`src/rtl/c_bank_loader.sv`:
```
// c_bank_loader: write-side sequencer for the FFT stage coefficient bank.
// Walks twiddle indices 1..N/2-1, reads cos/sin from a registered ROM and
// issues one bank write per index carrying cos, cos+sin and cos-sin.
// Index 0 is never written because the bank hardwires it to 1.0.
// Optional feature macro: C_BANK_LOADER_CONJ_EN (adds 'inv' for conjugate
// twiddles, which swaps the cos+sin / cos-sin outputs).
module c_bank_loader #(
    parameter int N   = 16,
    parameter int MSB = 8,
    localparam int AW = (N / 2 > 1) ? $clog2(N / 2) : 1
) (
    input  logic             clk,
    input  logic             rst,
    input  logic             start,
`ifdef C_BANK_LOADER_CONJ_EN
    input  logic             inv,
`endif
    output logic [AW-1:0]    rom_addr,
    input  logic [MSB-1:0]   rom_cos,
    input  logic [MSB-1:0]   rom_sin,
    output logic             we,
    output logic [AW-1:0]    addr,
    output logic [MSB-1:0]   c_out,
    output logic [MSB:0]     cps_out,
    output logic [MSB:0]     cms_out,
    output logic             busy,
    output logic             done
);

    // With a single-entry bank there is nothing to load.
    localparam bit          DEGEN  = (N / 2 <= 1);
    localparam logic [AW-1:0] K_LAST = AW'(N / 2 - 1);
    localparam logic [AW-1:0] K_ONE  = AW'(1);

    typedef enum logic [2:0] {
        S_IDLE,
        S_FETCH,
        S_LATCH,
        S_WRITE,
        S_DONE
    } state_t;

    state_t          state, state_nx;
    logic [AW-1:0]   k;
    logic [MSB:0]    cos_x, sin_x;
    logic [MSB:0]    sum_x, dif_x;
    logic [MSB:0]    cps_nx, cms_nx;

`ifdef C_BANK_LOADER_CONJ_EN
    logic            inv_q;
`endif

    // Sign-extend to MSB+1 bits; the sum/difference can never overflow there.
    always_comb begin
        cos_x  = {rom_cos[MSB-1], rom_cos};
        sin_x  = {rom_sin[MSB-1], rom_sin};
        sum_x  = cos_x + sin_x;
        dif_x  = cos_x - sin_x;
        cps_nx = sum_x;
        cms_nx = dif_x;
`ifdef C_BANK_LOADER_CONJ_EN
        // Negating sin just exchanges the two terms.
        if (inv_q) begin
            cps_nx = dif_x;
            cms_nx = sum_x;
        end
`endif
    end

    // State register.
    always_ff @(posedge clk) begin
        if (rst) state <= S_IDLE;
        else     state <= state_nx;
    end

    // Next-state logic: three cycles per index (fetch, latch, write).
    always_comb begin
        state_nx = state;
        case (state)
            S_IDLE:  if (start) state_nx = DEGEN ? S_DONE : S_FETCH;
            S_FETCH: state_nx = S_LATCH;
            S_LATCH: state_nx = S_WRITE;
            S_WRITE: state_nx = (k == K_LAST) ? S_DONE : S_FETCH;
            S_DONE:  state_nx = S_IDLE;
            default: state_nx = S_IDLE;
        endcase
    end

    // Registered datapath and outputs. rom_addr is loaded on entry to FETCH
    // so the registered ROM returns data during LATCH.
    always_ff @(posedge clk) begin
        if (rst) begin
            k        <= K_ONE;
            rom_addr <= '0;
            we       <= 1'b0;
            addr     <= '0;
            c_out    <= '0;
            cps_out  <= '0;
            cms_out  <= '0;
            busy     <= 1'b0;
            done     <= 1'b0;
`ifdef C_BANK_LOADER_CONJ_EN
            inv_q    <= 1'b0;
`endif
        end else begin
            we   <= 1'b0;
            done <= 1'b0;
            case (state)
                S_IDLE: begin
                    if (start) begin
                        k        <= K_ONE;
                        rom_addr <= K_ONE;
`ifdef C_BANK_LOADER_CONJ_EN
                        inv_q    <= inv;
`endif
                        if (DEGEN) done <= 1'b1;
                        else       busy <= 1'b1;
                    end
                end
                S_LATCH: begin
                    c_out   <= rom_cos;
                    cps_out <= cps_nx;
                    cms_out <= cms_nx;
                    addr    <= k;
                    we      <= 1'b1;
                end
                S_WRITE: begin
                    if (k == K_LAST) begin
                        busy <= 1'b0;
                        done <= 1'b1;
                    end else begin
                        k        <= k + K_ONE;
                        rom_addr <= k + K_ONE;
                    end
                end
                default: ;
            endcase
        end
    end

endmodule
```
`config.mk`:
```
export PLATFORM = sky130hd
export DESIGN_NAME = c_bank_loader
export DESIGN_NICKNAME = d
export VERILOG_FILES = /design/src/rtl/c_bank_loader.sv
export SDC_FILE = /design/constraint.sdc
export NUM_CORES = 1
export LEC_CHECK = 0
export ABC_AREA = 1
export BUFFER_PORTS_ARGS = -buffer_cell sky130_fd_sc_hd__buf_4
export CAP_MARGIN = 15
export CORE_UTILIZATION = 35
export CTS_CLUSTER_SIZE = 40
export DETAILED_ROUTE_END_ITERATION = 8
export GPL_TIMING_DRIVEN = 0
export PLACE_DENSITY = 0.56
export SYNTH_ARGS = -nofsm -noshare
export SYNTH_HDL_FRONTEND = slang
export SYNTH_SLANG_ARGS = --single-unit
```
`constraint.sdc`:
```
create_clock -name clk -period 1.9 [get_ports clk]
set_input_delay 0.19 -clock clk [delete_from_list [all_inputs] [get_ports clk]]
set_output_delay 0.19 -clock clk [all_outputs]
set_load 0.02 [all_outputs]
```
==> results of run 1 <==
## cells in the mapped netlist (3+ instances only)
cell type / number / share of area
buf_4: 4 / 0.013
buf_2: 10 / 0.022
o21bai_1: 5 / 0.017
nand2_1: 67 / 0.11
dfxtp_1: 38 / 0.34
inv_1: 48 / 0.081
nor2_1: 37 / 0.062
ha_1: 18 / 0.10
nand3_1: 22 / 0.049
o21a_1: 8 / 0.027
a21oi_1: 18 / 0.040
o21ai_0: 21 / 0.047
nor2_2: 3 / 0.0084
## layer usage
layer | track usage | share of wire | vias up | routed length, um
met5 | 0 | 0 | - | 0
met4 | 0.0421 | 0.0090 | 0 | 47
met3 | 0.0433 | 0.053 | 6 | 278
met2 | 0.270 | 0.45 | 47 | 2360
met1 | 0.230 | 0.49 | 921 | 2550
li1 | - | - | 1113 | -
## cell type report
cell class | count | area [um2] | area share
clock inverters | 2 | 12.5 | 0.00445
clock buffers | 6 | 82.6 | 0.0294
well taps | 75 | 93.8 | 0.0334
inverters | 49 | 184 | 0.0654
repair buffers | 52 | 390 | 0.139
plain buffers | 17 | 92.6 | 0.0329
flip-flops and latches | 38 | 761 | 0.271
multi-input cells | 216 | 1190 | 0.425
## cells in the final DEF, fill, tap and decap left out, types with 2 or more instances in the layout
cell      synthesis  layout
a21oi_1          18      18
buf_2            10      10
buf_4             4      56
clkbuf_1          2       2
clkbuf_8          0       6
dfxtp_1          38      38
fa_1              2       2
ha_1             18      18
inv_1            48      48
nand2_1          67      67
nand2_2           2       2
nand3_1          22      22
nor2_1           37      37
nor2_2            3       3
o21a_1            8       8
o21ai_0          21      21
o21bai_1          5       5
or2_2             2       2
xnor2_1           2       2
## kinds of logic after synthesis
logic type | share of synthesized area
AND/OR/NAND/NOR | 0.267
buffers and inverters | 0.124
AO/OA/AOI/OAI | 0.137
flip-flops | 0.341
adder cells (fa/ha/maj) | 0.119
XOR/XNOR | 0.0118
## worst max-delay path: cells and delay by family (launching register included)
kind / cells / cell delay, ns
flops: 1 / 0.34
compound gates: 1 / 0.15
simple gates: 4 / 0.44
fa+ha+maj: 2 / 0.42
## where the power goes
group          switching (W)  internal (W)
clock               0.000313      0.000292
combinational       0.000403      0.000277
sequential         0.0000489      0.000879
## through the flow
stage	setup slack, ns	hold WS (ns)	total power (W)	util	cell area (um2)
floorplan	0.480	0.325	0.00138	-	2230
global placement	0.232	0.440	0.00163	0.451	2720
detailed placement	0.234	0.455	0.00163	0.451	2720
CTS	0.481	0.127	0.00224	0.467	2810
global route	0.354	0.129	0.00237	0.467	2810
finish	0.467	0.133	0.00221	0.467	2810
## final timing paths
check,start,end,slack (ns),cells after the start
worst max-delay path,rom_addr[1]$_SDFFE_PP0P_,rom_addr[1]$_SDFFE_PP0P_,0.47,7
worst min-delay path,rom_cos[7],c_out[7]$_SDFFE_PP0P_,0.13,3
worst max register to register,rom_addr[1]$_SDFFE_PP0P_,rom_addr[1]$_SDFFE_PP0P_,0.47,7
worst min register to register,rom_addr[0]$_SDFFE_PP0P_,rom_addr[0]$_SDFFE_PP0P_,0.47,2
## registers in the layout, summed over array words and instances, names as in the netlist
| name | count |
|---|---|
| addr | 3 |
| busy | 1 |
| c_out | 8 |
| cms_out | 8 |
| cps_out | 9 |
| done | 1 |
| k | 2 |
| rom_addr | 2 |
| state | 3 |
| we | 1 |
==> impl_metrics.ini, run 1 <==
[routing]
drc = 0
wl_mm = 5.24
drt_iter0_markers = 63
drtPass1Iterations = 4
antenna_left = 0
vias = 2087
via_per_inst = 4.59
wl_per_cell_um = 11.5

[global_route]
grt_use_total = 0.171
grt_pass1_wl_mm = 8.59
overflow = 0
grt_max_degree = 13
grt_pass1_vias = 1838
antenna_found_initial = 0

[finish]
final_cells = 455
diodes = 0
area_delta_synth_final_pct = 26.0
layout-drive-gt1-share = 0.226
nets = 418
filler_cell_count = 652

[place]
dp.cells = 447
port_buffers = 52
hpwl_mm = 4.06
place.gp.congestion = 0.817

[sta]
finalClockSkew_ns = 0.0136
rsz0062_at_grt = no
tns_ns = 0
finalCriticalPeriod_ns = 1.43
fin_crit_sh = 0.754
maxSlewHeadroom = 0.709
setup_viol = 0
fmax_ghz = 0.698
final_max_slew_viol_count = 0
worst_slew_pin_slew_ns = 0.436
final_hold_viol_count = 0

[setup_path]
crit_chain = ha_1 -> ha_1 -> nand2_2 -> nand2_1 -> nor2_2 -> nand3_1 -> a21oi_1
max_stage_delay_ns = 0.34
cp.required_ns = 2.11
critPathKind = reg -> reg
cp-start-kind = register
crit_fanout = 6
crit_arrival_ns = 1.65
crit_path_frequent_cell = ha_1
cp-end-kind = register
crit_slowest_cell = dfxtp_1

[synthesis]
synth_edf_count = 0
ys_warn_count = 0
netlist_area_um2 = 2230
synth_ff_type = dfxtp_1
syn-num-nets = 359
ys_seq_area_frac = 0.341
ys_types = 29
avgSynthCellArea_um2 = 6.98
ys_ff_latch = 38
synth-async-reset-ratio = 0
synth_cells = 320

[clock_tree]
hold_buffers = 0
clk_path_buf_depth = 2
cts_resized = 0
numCtsBuffers = 5
cts_sinks = 38
clk_pin_slew_worst_paths_ns = 0.09
cts_tree = done
clockRootBuffer = clkbuf_8
ctsHtreeMaxLevel = 2
post_cts_buffers = 0
worstSkewPairLatency_ns = 0.30

[power]
power_density_nw_per_um2 = 787
vdd_drop_max_mv = 0.459
p_leak_nw = 1.53

[worst_hold_path]
min_path_type = in -> reg

[die]
row_count = 28
die_h_um = 81.9
dieArea_um2 = 6700
core_um2 = 6030
start_util = 0.370
io_pins = 54
die_w_um = 81.9

[run]
maxCapViolations = 0

[outcome]
status = complete, no violations
Note: power is estimated with default switching activity, not from simulation.
==> inputs of run 2 (changes only) <==
--- a/config.mk
+++ b/config.mk
@@ -12,7 +12,7 @@
 export CTS_CLUSTER_SIZE = 40
 export DETAILED_ROUTE_END_ITERATION = 8
 export GPL_TIMING_DRIVEN = 0
-export PLACE_DENSITY = 0.56
+export PLACE_DENSITY = 0.58
 export SYNTH_ARGS = -nofsm -noshare
 export SYNTH_HDL_FRONTEND = slang
 export SYNTH_SLANG_ARGS = --single-unit
==> constraint.sdc (replaced) <==
create_clock -name clk -period 1.22 [get_ports clk]
set_input_delay 0.122 -clock clk [delete_from_list [all_inputs] [get_ports clk]]
set_output_delay 0.122 -clock clk [all_outputs]
set_load 0.02 [all_outputs]
==> impl_metrics.ini, run 2 (synthesis results as in run 1) <==
[die]
core_um2 = 6030
io_pins = 54
start_util = 0.370
die_w_um = 81.9
die_h_um = 81.9
row_count = 28
dieArea_um2 = 6700

[finish]
diodes = 0
largestRegisters = cps_out: 9 flops, c_out: 8 flops, cms_out: 8 flops
multi_input_area_um2 = 1420
final_cell_mix = 63 x buf_4, 56 x nand2_1, 43 x inv_1
nets = 431
regMostFlops = cps_out
filler_cell_count = 602
design_area_um2 = 3270
final_util = 0.542
largest_reg_flops = 9
area_delta_synth_final_pct = 46.4
layout-drive-gt1-share = 0.377
final_common_cell = buf_4
seqCellArea_um2 = 774

[setup_path]
cp-start-kind = register
r2r_cells = 7
crit_arrival_ns = 1.44
crit_fanout = 4
cp.required_ns = 1.40
critPathKind = reg -> reg
cp-end-kind = register

[sta]
tns_ns = -0.0781
fin_hold_ws_ns = 0.0637
fin_crit_sh = 1.03
fmax_ghz = 0.797
maxSlewHeadroom = 0.689
finalCriticalPeriod_ns = 1.25
final_hold_viol_count = 0
fin_ws_ns = -0.0349
setup_viol = 4
finalClockSkew_ns = 0.00932
rsz0062_at_grt = yes
final_max_slew_viol_count = 0
worst_slew_pin_slew_ns = 0.466

[global_route]
overflow = 0
grt_pass1_vias = 2057
grt_max_degree = 14
grt_pass1_wl_mm = 9.33
antenna_found_initial = 0
grt_use_total = 0.188

[routing]
drc = 0
via_per_inst = 4.63
vias = 2168
antenna_left = 0
drt_iter0_markers = 84
wl_per_cell_um = 12.7
wl_met2_mm = 2.85
wl_mm = 5.93
drtPass1Iterations = 4
wl_met1_mm = 2.78
route.met3.wl_um = 246
highest_layer = met4

[clock_tree]
ctsHtreeMaxLevel = 2
numCtsBuffers = 5
worstSkewPairLatency_ns = 0.30
hold_buffers = 0
clockRootBuffer = clkbuf_8
cts_sinks = 38
clk_pin_slew_worst_paths_ns = 0.08
cts_tree = done
clk_path_buf_depth = 2

[outcome]
violations = negative setup slack
status = finished with violations

[place]
port_buffers = 52
place.gp.congestion = 0.816
dpl_cell_area_um2 = 2760
hpwl_mm = 4.08

[worst_hold_path]
min_path_type = in -> reg
whs_path_depth = 3

[run]
maxCapViolations = 0

[power]
p_leak_nw = 1.67
vdd_drop_max_mv = 0.719
power_density_nw_per_um2 = 1260
[run 2: worst paths after layout]
check / slack, ns / endpoint / from
max reg2reg: -0.03 / rom_addr[0]$_SDFFE_PP0P_ / state[1]$_SDFFE_PP0P_
max: -0.03 / rom_addr[0]$_SDFFE_PP0P_ / state[1]$_SDFFE_PP0P_
min: 0.06 / c_out[6]$_SDFFE_PP0P_ / rom_cos[6]
min reg2reg: 0.50 / busy$_SDFFE_PP0P_ / busy$_SDFFE_PP0P_
[run 2: timing repair]
| item | in CTS | in global routing |
|---|---|---|
| resized for setup | 29 | 49 |
| buffers inserted | 9 | 3 |
| pin swaps | 8 | 12 |
| cloned | 1 | 0 |
| endpoints found under the setup margin | 31 | 34 |
[run 2: per-stage QoR]
| stage | cells | worst slack, ns | total power, W |
|---|---|---|---|
| 2_1_floorplan | 320 | -0.0205 | 0.00217 |
| 3_3_place_gp | 447 | -0.298 | 0.00255 |
| 3_5_place_dp | 447 | -0.319 | 0.00256 |
| 4_1_cts | 465 | -0.00922 | 0.00401 |
| 5_1_grt | 468 | -0.0973 | 0.00438 |
| 6_report | 468 | -0.0349 | 0.00411 |
[run 2: layout make-up]
type                    instances  share of cell area
clock inverters                 3              0.0211
inverters                      49              0.0578
repair buffers                 65               0.157
clock buffers                   5              0.0211
flip-flops and latches         38               0.237
multi-input cells             216               0.433
well taps                      75              0.0287
plain buffers                  17              0.0440
[run 2: routing by layer]
layer / global-route usage / vias to the layer above
met4: 0.0544 / 0
met3: 0.0567 / 7
met5: 0 / -
met2: 0.312 / 37
met1: 0.232 / 984
li1: - / 1140
[run 2: critical path: stages (launching register included)]
cell	delay, ns
dfxtp_4	0.38
buf_6	0.10
nand2_4	0.06
o21ai_4	0.21
buf_6	0.14
nand3_4	0.10
nand2_2	0.09
a21oi_2	0.06
[run 2: power by group]
part	switching, W	total, W	leakage, nW	internal [W]
logic	0.000758	0.00135	1.29	0.000589
registers	0.0000807	0.00145	0.314	0.00137
clock network	0.000498	0.00132	0.0683	0.000819
total	0.00134	0.00411	1.67	0.00278
==> inputs of run 3 (changes only) <==
--- a/config.mk
+++ b/config.mk
@@ -5,14 +5,14 @@
 export SDC_FILE = /design/constraint.sdc
 export NUM_CORES = 1
 export LEC_CHECK = 0
-export ABC_AREA = 1
 export BUFFER_PORTS_ARGS = -buffer_cell sky130_fd_sc_hd__buf_4
 export CAP_MARGIN = 15
 export CORE_UTILIZATION = 35
 export CTS_CLUSTER_SIZE = 40
 export DETAILED_ROUTE_END_ITERATION = 8
 export GPL_TIMING_DRIVEN = 0
-export PLACE_DENSITY = 0.58
+export PLACE_DENSITY = 0.59
 export SYNTH_ARGS = -nofsm -noshare
 export SYNTH_HDL_FRONTEND = slang
 export SYNTH_SLANG_ARGS = --single-unit
+export TNS_END_PERCENT = 5
==> impl_metrics.ini, run 3 <==
[outcome]
status = finished with violations
violations = negative setup slack

[synthesis]
netlist_area_um2 = 2130
synth_ff_type = dfxtp_1
synth_most_common_cell = dfxtp_1
avgSynthCellArea_um2 = 8.27
synth.top_cell.area_share = 0.358
ys_types = 46
synth_edf_count = 0
syn-num-nets = 296
yosys.area.top_type = dfxtp_1
synth_commonest_cells = 38 x dfxtp_1, 36 x nand2_1, 27 x a21oi_1
synth_cells = 257
ys_warn_count = 0
ys_seq_area_frac = 0.358
ys_ff_latch = 38
synth-async-reset-ratio = 0
synth_area_leaders = dfxtp_1 36%, ha_1 11%, a21oi_1 6.4%

[finish]
nets = 358
diodes = 0
area_delta_synth_final_pct = 41.5
final_cell_mix = 58 x buf_4, 35 x nand2_1, 34 x dfxtp_1
largest_reg_flops = 9
final_util = 0.511
final_common_cell = buf_4
layout-drive-gt1-share = 0.375
largestRegisters = cps_out: 9 flops, c_out: 8 flops, cms_out: 8 flops
regMostFlops = cps_out

[sta]
setup_viol = 33
fin_crit_sh = 1.20
final_hold_viol_count = 0
finalCriticalPeriod_ns = 1.46
fin_ws_ns = -0.244
rsz0062_at_grt = yes
finalClockSkew_ns = 0.00458
maxSlewHeadroom = 0.656
worst_slew_pin_slew_ns = 0.516
final_max_slew_viol_count = 0
fmax_ghz = 0.683

[global_route]
grt_pass1_wl_mm = 8.65
overflow = 0
grt_pass1_vias = 1815
grt_max_degree = 14
antenna_found_initial = 0
grt_use_total = 0.178

[clock_tree]
clk_path_buf_depth = 2
cts_tree = done
clockRootBuffer = clkbuf_8
numCtsBuffers = 5
clk_pin_slew_worst_paths_ns = 0.09
worstSkewPairLatency_ns = 0.29
ctsHtreeMaxLevel = 2
cts_sinks = 38

[routing]
drc = 0
drtPass1Iterations = 4
antenna_left = 0
wl_mm = 5.58
drt_iter0_markers = 83
vias = 1978
wl_per_cell_um = 14.1
via_per_inst = 5.01

[worst_hold_path]
min_from = rom_cos[0]
min_to = c_out[0]$_SDFFE_PP0P_
min_path_type = in -> reg
whs_path_depth = 3

[setup_path]
crit_fanout = 3
critPathKind = in -> reg
reg2reg_to = k[0]$_SDFFE_PP1P_
cp.required_ns = 1.46
reg2reg_from = rom_addr[1]$_SDFFE_PP0P_
r2r_setup_slack_ns = -0.19
cp-start-kind = input port
cp-end-kind = register
r2r_cells = 6
crit_arrival_ns = 1.70

[die]
row_count = 28
die_h_um = 79.9
dieArea_um2 = 6390
io_pins = 54
core_um2 = 5890
die_w_um = 79.9
start_util = 0.361

[power]
power_density_nw_per_um2 = 1260
p_leak_nw = 1.27
design_power_total_w = 0.00380
vdd_drop_max_mv = 0.504

[place]
port_buffers = 52
hpwl_mm = 3.93
place.gp.congestion = 0.810

[run]
maxCapViolations = 0
-- run 3: cell types whose count changed in the layout (fill, tap and decap cells not counted), moves of 6 or more --
| cell | change |
|---|---|
| nand2_1 | -21 |
| a211oi_1 | +7 |
| a21oi_1 | +8 |
| o21ai_0 | -12 |
| inv_1 | -27 |
| nand2b_1 | +6 |
| nand2_2 | -8 |
| nor2_1 | -9 |
| nor2_2 | -7 |
| nand3_1 | -15 |
| o21a_1 | -7 |
-- run 3: routing by layer --
metal  GRT usage  share of wire
met1       0.214           0.44
met2       0.315           0.51
met3      0.0309          0.033
met4      0.0625          0.018
met5           0              0
-- run 3: power by group --
part	switching [W]	internal, W
clock	0.000500	0.000820
sequential	0.0000608	0.00134
combinational	0.000598	0.000488
total	0.00116	0.00265
-- run 3: cells by family (layout without fill, tap and decap cells) --
group           after synthesis  after routing  synth area share
mux                           1              1           0.00530
fa+ha+maj                    20             20             0.125
simple gates                 97             97             0.230
flops                        38             38             0.358
compound gates               63             63             0.192
xor+xnor                      4              4            0.0165
buf+inv                      34             97            0.0736
-- run 3: repair_timing --
action / 4_1_cts / 5_1_grt
gates cloned: 0 / 0
setup buffers: 2 / 1
pin swaps: 6 / 9
hold buffers: 0 / 0
gates resized for setup: 34 / 25
setup endpoints to repair: 34 / 33
-- run 3: layout make-up --
class	instances	area, um2
fill	594	2880
multi-input combinational	185	1380
sequential	38	773
timing repair buffer	55	413
buffer	17	143
tap	75	93.8
clock buffer	5	68.8
clock inverter	3	68.8
inverter	17	63.8
-- run 3: worst max-delay path by stage --
stage	cells after the start	startpoint	end	slack, ns
2_1_floorplan	8	rom_cos[0]	cms_out[6]$_SDFFE_PP0P_	-0.38
3_3_place_gp	8	rom_sin[0]	cms_out[6]$_SDFFE_PP0P_	-0.61
3_5_place_dp	9	rom_cos[0]	cms_out[6]$_SDFFE_PP0P_	-0.60
4_1_cts	8	rom_cos[0]	cps_out[6]$_SDFFE_PP0P_	-0.22
5_1_grt	9	rom_cos[0]	cms_out[6]$_SDFFE_PP0P_	-0.29
6_report	8	rom_sin[0]	cms_out[6]$_SDFFE_PP0P_	-0.24
-- run 3: critical path: stages --
cell and delay (ns):
buf_4 0.12, ha_2 0.19, fa_2 0.37, nand2b_4 0.17, a21oi_4 0.14, o21ai_1 0.10
or4_1 0.41, nand3_1 0.08
-- run 3: metrics by stage --
stage                     instance area (um2)  worst slack [ns]  hold slack (ns)  TNS [ns]  std cells
after floorplan                          2140            -0.376            0.258     -2.47        257
after global placement                   2630            -0.607            0.393    -12.17        384
after detailed placement                 2630            -0.597            0.401    -12.69        384
after CTS                                2910            -0.220           0.0840     -3.19        394
after global routing                     3010            -0.286           0.0942     -4.83        395
final                                    3010            -0.244           0.0866     -2.37        395
